==> config.mk <==
export PLATFORM = sky130hd
export DESIGN_NAME = pixel_collector
export DESIGN_NICKNAME = d
export VERILOG_FILES = /design/src/rtl/pixel_collector.sv
export SDC_FILE = /design/constraint.sdc
export NUM_CORES = 1
export LEC_CHECK = 0
export CAP_MARGIN = 20
export CORE_UTILIZATION = 55
export DETAILED_ROUTE_END_ITERATION = 10
export GPL_ROUTABILITY_DRIVEN = 0
export PLACE_DENSITY = 0.77
export SYNTH_ARGS = -nofsm -noshare
export SYNTH_HDL_FRONTEND = slang
export SYNTH_SLANG_ARGS = --single-unit
==> constraint.sdc <==
create_clock -name clk -period 3.7 [get_ports clk]
set_input_delay 0.555 -clock clk [delete_from_list [all_inputs] [get_ports clk]]
set_output_delay 0.555 -clock clk [all_outputs]
set_load 0.05 [all_outputs]
==> src/rtl/pixel_collector.sv <==
// Collects one iteration result per engine for a batch of raster pixels, acknowledges the batch
// with fin_flag, then streams it out in raster order with frame/line markers.
module pixel_collector #(
    parameter int NUM_ENGINES   = 8,
    parameter int ITER_WIDTH    = 8,
    parameter int SCREEN_WIDTH  = 640,
    parameter int SCREEN_HEIGHT = 480
) (
    input  logic                              clk,
    input  logic                              reset,
    input  logic [NUM_ENGINES-1:0]            engine_done,
    input  logic [NUM_ENGINES*ITER_WIDTH-1:0] engine_iter,
    output logic                              fin_flag,
    output logic                              pix_valid,
    input  logic                              pix_ready,
    output logic [ITER_WIDTH-1:0]             pix_data,
    output logic                              pix_sof,
    output logic                              pix_eol,
    output logic                              overrun
);

    localparam int XW = (SCREEN_WIDTH  > 1) ? $clog2(SCREEN_WIDTH)  : 1;
    localparam int YW = (SCREEN_HEIGHT > 1) ? $clog2(SCREEN_HEIGHT) : 1;
    localparam int IW = (NUM_ENGINES   > 1) ? $clog2(NUM_ENGINES)   : 1;

    localparam logic [XW-1:0] X_LAST   = XW'(SCREEN_WIDTH - 1);
    localparam logic [YW-1:0] Y_LAST   = YW'(SCREEN_HEIGHT - 1);
    localparam logic [IW-1:0] IDX_LAST = IW'(NUM_ENGINES - 1);

    typedef enum logic {
        IDLE,
        STREAM
    } state_t;

    state_t                  state_q, state_d;
    logic [NUM_ENGINES-1:0]  cap_q, cap_d;
    logic [ITER_WIDTH-1:0]   capData_q [NUM_ENGINES];
    logic [ITER_WIDTH-1:0]   capData_d [NUM_ENGINES];
    logic [ITER_WIDTH-1:0]   outBuf_q  [NUM_ENGINES];
    logic [ITER_WIDTH-1:0]   outBuf_d  [NUM_ENGINES];
    logic [IW-1:0]           idx_q, idx_d;
    logic [XW-1:0]           x_q, x_d;
    logic [YW-1:0]           y_q, y_d;
    logic                    fin_q, fin_d;
    logic                    valid_q, valid_d;
    logic [ITER_WIDTH-1:0]   data_q, data_d;
    logic                    sof_q, sof_d;
    logic                    eol_q, eol_d;
    logic                    overrun_q, overrun_d;

    logic [NUM_ENGINES-1:0]  mergedCap;
    logic [ITER_WIDTH-1:0]   mergedData [NUM_ENGINES];
    logic [XW-1:0]           xAdv;
    logic [YW-1:0]           yAdv;

    // Control and output registers; synchronous reset drops any batch in flight.
    always_ff @(posedge clk) begin
        if (reset) begin
            state_q   <= IDLE;
            cap_q     <= '0;
            idx_q     <= '0;
            x_q       <= '0;
            y_q       <= '0;
            fin_q     <= 1'b0;
            valid_q   <= 1'b0;
            data_q    <= '0;
            sof_q     <= 1'b0;
            eol_q     <= 1'b0;
            overrun_q <= 1'b0;
        end else begin
            state_q   <= state_d;
            cap_q     <= cap_d;
            idx_q     <= idx_d;
            x_q       <= x_d;
            y_q       <= y_d;
            fin_q     <= fin_d;
            valid_q   <= valid_d;
            data_q    <= data_d;
            sof_q     <= sof_d;
            eol_q     <= eol_d;
            overrun_q <= overrun_d;
        end
    end

    // Data storage is qualified by cap_q/state_q, so it needs no reset.
    always_ff @(posedge clk) begin
        for (int k = 0; k < NUM_ENGINES; k++) begin
            capData_q[k] <= capData_d[k];
            outBuf_q[k]  <= outBuf_d[k];
        end
    end

    // Capture view including this cycle's done pulses; an already-held result always wins.
    always_comb begin
        mergedCap = cap_q | engine_done;
        for (int k = 0; k < NUM_ENGINES; k++) begin
            mergedData[k] = cap_q[k] ? capData_q[k] : engine_iter[k*ITER_WIDTH +: ITER_WIDTH];
        end
    end

    // Screen position of the pixel following the one currently presented.
    always_comb begin
        xAdv = x_q + 1'b1;
        yAdv = y_q;
        if (x_q == X_LAST) begin
            xAdv = '0;
            yAdv = (y_q == Y_LAST) ? '0 : y_q + 1'b1;
        end
    end

    always_comb begin
        state_d   = state_q;
        cap_d     = mergedCap;
        idx_d     = idx_q;
        x_d       = x_q;
        y_d       = y_q;
        fin_d     = 1'b0;
        valid_d   = valid_q;
        data_d    = data_q;
        sof_d     = sof_q;
        eol_d     = eol_q;
        overrun_d = overrun_q | (|(cap_q & engine_done));
        for (int k = 0; k < NUM_ENGINES; k++) begin
            capData_d[k] = mergedData[k];
            outBuf_d[k]  = outBuf_q[k];
        end

        case (state_q)
            IDLE: begin
                if (&mergedCap) begin
                    for (int k = 0; k < NUM_ENGINES; k++) begin
                        outBuf_d[k] = mergedData[k];
                    end
                    cap_d   = '0;
                    fin_d   = 1'b1;
                    idx_d   = '0;
                    state_d = STREAM;
                    valid_d = 1'b1;
                    data_d  = mergedData[0];
                    sof_d   = (x_q == '0) && (y_q == '0);
                    eol_d   = (x_q == X_LAST);
                end
            end
            STREAM: begin
                if (valid_q && pix_ready) begin
                    x_d = xAdv;
                    y_d = yAdv;
                    if (idx_q == IDX_LAST) begin
                        valid_d = 1'b0;
                        state_d = IDLE;
                    end else begin
                        idx_d  = idx_q + 1'b1;
                        data_d = outBuf_q[idx_q + 1'b1];
                        sof_d  = (xAdv == '0) && (yAdv == '0);
                        eol_d  = (xAdv == X_LAST);
                    end
                end
            end
            default: state_d = IDLE;
        endcase
    end

    assign fin_flag  = fin_q;
    assign pix_valid = valid_q;
    assign pix_data  = data_q;
    assign pix_sof   = sof_q;
    assign pix_eol   = eol_q;
    assign overrun   = overrun_q;

endmodule

==> run summary, run 1 <==
WS Path Type - reg2reg
Die area - 12800 um^2
Final HPWL DP - 9960 um
CTS resizes - 0
Routed WL - 14500 um
Critical Path End Type - flip-flop
Root buffer cell - clkbuf_16
Setup TNS - 0 ns
Asr flop ratio synth - 0
Die H - 113 um
Count of input and output buffers - 87
N_diodes - 0
Crit path launch type - flip-flop
# clock sinks - 172
Worst EP required - 4.05 ns
Seq/Total Area, Yosys - 0.600
Sw Share - 0.215
Run status - finished, final reports clean
Primary FF master, synth - dfxtp_1
Internal cell power - 3290 uW
Vias in the first global route - 4527
Initial DRC count - 332
Final setup viols - 0
Starting Density - 0.566
Met1 WL - 5640 um
Max-slew headroom - 0.337
Synth warnings - 0
Multi-input logic area - 2530 um^2
Synth unique cells - 51
Antenna violations before repair - 0
Total track usage - 0.240
Seq pwr share - 0.511
Final Critical Period - 2.69 ns
Setup ws final - 1.01 ns
Cell Pwr Density - 501 nW/um^2
Hold Vio Cnt, Final - 0
Via count - 4512
Routed vias/inst - 5.84
Total of max-cap violations - 0
TritonCTS clock tree - yes
Residual DRC - 0
Htree depth - 4
Grt total ovfl - 0
Hold WC Path Type - reg2reg
Pleak - 0.00291 uW
Fill cells - 844
Pins over their slew limit - 0
DR pass1 iterations - 7
Routed length on met3 - 835 um
Clk slew on worst S/H paths - 0.06 ns
Die Span X - 113 um
Flops & latches, synth - 172
Routed Antenna Nets - 0
NetSw - 898 uW
Maximum VDD drop - 0.313 mV
Avg Inst Size Synth - 12.7 um^2
Gate Count Post-Synth - 536
Net count, final - 695
Area growth from synthesis to layout - 22.8%
Final setup skew - 0.00841 ns
I/O pin cnt - 88
Worst-case clock buffer depth - 2
FMAX - 372 MHz
Core box area - 12000 um^2
Cts hold-fix bufs - 0
Std cell rows - 40
Syn_nets - 618
Drt wl/cell - 18.7 um
DR top layer - met4
Total area of sequential cells - 4080 um^2
Setup Buffers After CTS - 0
Most common cell after layout, fill and taps aside - dfxtp_1
Power share of the combinational group - 0.069
First-pass GRT wire length - 22700 um
Pre-CTS setup slack - 0.718 ns
Fraction of layout cells with a size suffix above 1 - 0.203
Critical path arrival - 3.04 ns
Met2 wire len - 7590 um
Mapped Area - 6800 um^2
RSZ-0062 raised after global routing - no
CP Max Fanout - 12
Most frequent cells in the layout - 108 x dfxtp_1, 87 x clkdlybuf4s50_1, 64 x mux2_2, 64 x edfxtp_1
Worst skew pair latency - 0.43 ns
Clock power frac - 0.420
Worst slew pin tran - 0.994 ns
Post-synth EDFFs - 64
Crit share post-route - 0.727
CTS Buf Count - 17
Largest net degree at the start of global routing - 53
## worst max-delay path, stage by stage, from the launching register on
cell     delay (ns)
dfxtp_1        0.70
o22ai_1        0.18
nor4_1         0.60
a21o_1         0.19
buf_4          0.18
nor2_1         0.06
or4b_1         0.49
o31ai_2        0.22
## per-layer routing
metal | track usage | up-vias
met3 | 0.0691 | 33
met2 | 0.420 | 195
met4 | 0.114 | 0
li1 | - | 2117
met5 | 0 | -
met1 | 0.270 | 2167
## path summary, 6_finish.rpt
kind	cells past startpoint	end	slack [ns]	startpoint
worst max register to register	7	pix_sof	1.01	cap_q[3]
worst min-delay path	2	pix_data[0]	0.47	pix_data[0]
worst min register to register	2	pix_data[0]	0.47	pix_data[0]
worst max-delay path	7	pix_sof	1.01	cap_q[3]
## sequential cells by signal, summed over array words and instances, names as in the netlist, 3 cells and up
register,cells
y_q,9
outBuf_q,64
idx_q,3
cap_q,8
pix_data,8
x_q,10
capData_q,64
## power groups by stage
stage,clock [uW],combinational (uW),sequential [uW]
6_report,1760,288,2140
5_1_grt,1870,308,2150
4_1_cts,1780,291,2140
3_5_place_dp,0,286,2180
3_3_place_gp,0,275,2170
2_1_floorplan,0,160,2160
## synth_stat cells (3+ instances only)
master    count  area, um^2
mux2_2       64         721
or4_1         4        30.0
or2_2         3        18.8
xor2_1        8        70.1
o211ai_1      8        60.1
nor4_1        6        37.5
o22ai_1       4        25.0
nand2_1      41         154
nand3_1      15        75.1
dfxtp_1     108        2160
a31oi_1       3        18.8
buf_4         5        37.5
and3_1        8        50.1
nor2_1       41         154
o21ai_0       7        35.0
mux4_2       16         360
and4_1        5        43.8
clkbuf_1     22        82.6
a21oi_1      28         140
inv_1         6        22.5
buf_2         9        45.0
xnor2_1       6        52.6
edfxtp_1     64        1920
mux2i_1      10         100
a211oi_1      3        22.5
ha_1          7        87.6
nor3_1        4        20.0
## metrics by stage
| stage | hold slack [ns] | area, um^2 | power, uW | instances | utilization |
|---|---|---|---|---|---|
| after floorplan | 0.446 | 6800 | 2320 | 536 | - |
| after global placement | 0.438 | 7760 | 2450 | 741 | 0.646 |
| after detailed placement | 0.459 | 7760 | 2470 | 741 | 0.646 |
| after CTS | 0.473 | 8350 | 4210 | 773 | 0.695 |
| after global routing | 0.488 | 8350 | 4320 | 773 | 0.695 |
| final | 0.471 | 8350 | 4190 | 773 | 0.695 |
## final cells by class
| class | count | share of cell area |
|---|---|---|
| inverters | 6 | 0.00270 |
| clock inverters | 12 | 0.0159 |
| repair buffers | 95 | 0.113 |
| multi-input cells | 321 | 0.303 |
| flip-flops and latches | 172 | 0.489 |
| well taps | 147 | 0.0220 |
| clock buffers | 20 | 0.0547 |
## cells by family (layout without fill, tap and decap cells)
kind of cell | count (synthesis) | count (layout) | share of synthesized area
compound gates | 68 | 68 | 0.0638
xor+xnor | 14 | 14 | 0.0180
fa+ha+maj | 7 | 7 | 0.0129
buf+inv | 43 | 133 | 0.0281
flops | 172 | 172 | 0.600
mux | 90 | 90 | 0.174
simple gates | 142 | 142 | 0.103
Power figures use the tool's default switching activity.
==> run 2, diff against run 1 <==
==> constraint.sdc (replaced) <==
create_clock -name clk -period 2.7 [get_ports clk]
set_input_delay 0.405 -clock clk [delete_from_list [all_inputs] [get_ports clk]]
set_output_delay 0.405 -clock clk [all_outputs]
set_load 0.05 [all_outputs]
==> run summary, run 2 (same netlist as run 1, synthesis figures left out) <==
Run status - finished, final reports clean (unchanged)
Hold wc startpoint - capData_q[0][14] (was pix_data[0])
Crit share post-route - 0.935 (was 0.727)
Seq pwr share - 0.527 (was 0.511)
I/O pin cnt - 88 (unchanged)
Final setup viols - 0 (unchanged)
Routed WL - 14600 um (was 14500 um)
CP Max Fanout - 13 (was 12)
Worst-case clock buffer depth - 2 (unchanged)
Busiest grt layer - met2 (unchanged)
Final Critical Period - 2.53 ns (was 2.69 ns)
Total track usage - 0.244 (was 0.240)
CTS resizes - 0 (unchanged)
Vias in the first global route - 4426 (was 4527)
Clk slew on worst S/H paths - 0.06 ns (about the same)
Root buffer cell - clkbuf_16 (unchanged)
Worst slew pin tran - 1.00 ns (was 0.994 ns)
Critical Path End Type - flip-flop (unchanged)
Total of max-cap violations - 0 (unchanged)
Drt wl/cell - 18.7 um (about the same)
# clock sinks - 172 (unchanged)
Internal cell power - 4310 uW (was 3290 uW)
Hold WC Path Type - reg2reg (unchanged)
Post-DP Area - 7840 um^2 (was 7760 um^2)
# placed instances - 750 (was 741)
N_diodes - 0 (unchanged)
Hold Vio Cnt, Final - 0 (unchanged)
Worst skew pair latency - 0.43 ns (about the same)
Top Registers - capData_q x64, outBuf_q x64, x_q x10 (unchanged)
R2r setup slk - 0.17 ns (was 1.01 ns)
Fraction of layout cells with a size suffix above 1 - 0.208 (was 0.203)
DR pass1 iterations - 7 (unchanged)
WS Path Type - reg2reg (unchanged)
Count of input and output buffers - 87 (unchanged)
Final cell count without fillers - 782 (was 773)
Grt total ovfl - 0 (unchanged)
Most frequent cells in the layout - 108 x dfxtp_1, 87 x clkdlybuf4s50_1, 64 x mux2_2, 64 x edfxtp_1 (unchanged)
Met1 Usage GRT - 0.276 (was 0.270)
Routed vias/inst - 5.80 (was 5.84)
Critical R2R Capture - pix_sof (unchanged)
Final HPWL DP - 10300 um (was 9960 um)
Setup TNS - 0 ns (unchanged)
Largest net degree at the start of global routing - 38 (was 53)
RSZ-0062 raised after global routing - no (unchanged)
Post-Layout Inst Area - 8370 um^2 (was 8350 um^2)
Net count, final - 704 (was 695)
Max-slew headroom - 0.332 (was 0.337)
Cts hold-fix bufs - 0 (unchanged)
Power share of the combinational group - 0.077 (was 0.069)
Antenna violations before repair - 0 (unchanged)
Cell Pwr Density - 661 nW/um^2 (was 501 nW/um^2)
Met2 Resource Use GR - 0.435 (was 0.420)
Std cell rows - 40 (unchanged)
Critical path arrival - 2.87 ns (was 3.04 ns)
R2R Path Start - x_q[1] (was cap_q[3])
Worst hold endpoint - capData_q[0][14] (was pix_data[0])
First-pass GRT wire length - 23000 um (was 22700 um)
Die area - 12800 um^2 (unchanged)
Sw Share - 0.221 (was 0.215)
CTS Buf Count - 17 (unchanged)
Most common cell after layout, fill and taps aside - dfxtp_1 (unchanged)
TritonCTS clock tree - yes (unchanged)
Initial DRC count - 349 (was 332)
Worst EP required - 3.05 ns (was 4.05 ns)
Pleak - 0.00291 uW (about the same)
FMAX - 396 MHz (was 372 MHz)
Starting Density - 0.566 (unchanged)
Final setup skew - 0.00622 ns (was 0.00841 ns)
Area growth from synthesis to layout - 23.0% (was 22.8%)
Routed Antenna Nets - 0 (unchanged)
M3 GR Usage - 0.0627 (was 0.0691)
NetSw - 1220 uW (was 898 uW)
Via count - 4539 (was 4512)
Residual DRC - 0 (unchanged)
Crit path launch type - flip-flop (unchanged)
Die Span X - 113 um (unchanged)
Tot Pwr - 5530 uW (was 4190 uW)
Core box area - 12000 um^2 (unchanged)
Hold Path Cell Cnt - 1 (was 2)
Die H - 113 um (unchanged)
Setup Buffers After CTS - 0 (unchanged)
R2R depth - 7 (unchanged)
Maximum VDD drop - 0.521 mV (was 0.313 mV)
Htree depth - 4 (unchanged)
Pins over their slew limit - 0 (unchanged)
Clock power frac - 0.396 (was 0.420)
==> run 2: cell count changes in the layout (fill, tap and decap cells not counted) <==
cell	delta
bufinv_16	-2
buf_12	+1
inv_8	-1
clkinv_2	-3
buf_4	+8
clkinv_1	-1
inv_4	+1
clkinvlp_4	+3
clkbuf_8	-1
clkinv_4	-1
clkbuf_1	+5
==> run 2: final cells by class <==
type	instances	area, um^2
clock buffer	24	462
clock inverter	8	62.6
fill	840	3640
inverter	6	22.5
multi-input combinational	321	2530
sequential	172	4080
tap	147	184
timing repair buffer	104	1020
==> run 2: metrics by stage <==
stage	setup slack, ns	hold slack, ns	util
after CTS	0.186	0.474	0.697
after floorplan	0.192	0.446	-
final	0.174	0.473	0.697
after detailed placement	0.160	0.459	0.653
after global routing	0.0312	0.488	0.697
after global placement	0.266	0.452	0.653
==> run 2: worst max path at each step <==
stage / from / to / slack (ns) / cells after the start
after floorplan: cap_q[0] / cap_q[0] / 0.19 / 7
after global placement: engine_done[3] / pix_sof / 0.27 / 8
after detailed placement: engine_done[3] / pix_sof / 0.16 / 8
after CTS: x_q[1] / pix_sof / 0.19 / 7
after global routing: x_q[1] / pix_sof / 0.03 / 7
final: x_q[1] / pix_sof / 0.17 / 7
==> run 2: power by group through the flow <==
stage	sequential (uW)	combinational (uW)	clock, uW
after floorplan	2960	219	0
after global placement	2960	409	0
after detailed placement	2970	426	0
after CTS	2910	428	2220
after global routing	2930	454	2340
final	2910	425	2190
==> run 2: metal layers <==
metal | wire [um] | vias to the layer above
met2 | 7780 | 156
met1 | 5720 | 2210
met4 | 383 | 0
met3 | 718 | 31
met5 | 0 | -
li1 | - | 2142
==> run 2: worst max-delay path: stages (launching register included) <==
cell     delay (ns)
dfxtp_1        0.43
ha_1           0.30
and3_1         0.29
and4_4         0.35
nand4_1        0.14
mux2i_1        0.24
or4b_1         0.47
o31ai_2        0.22
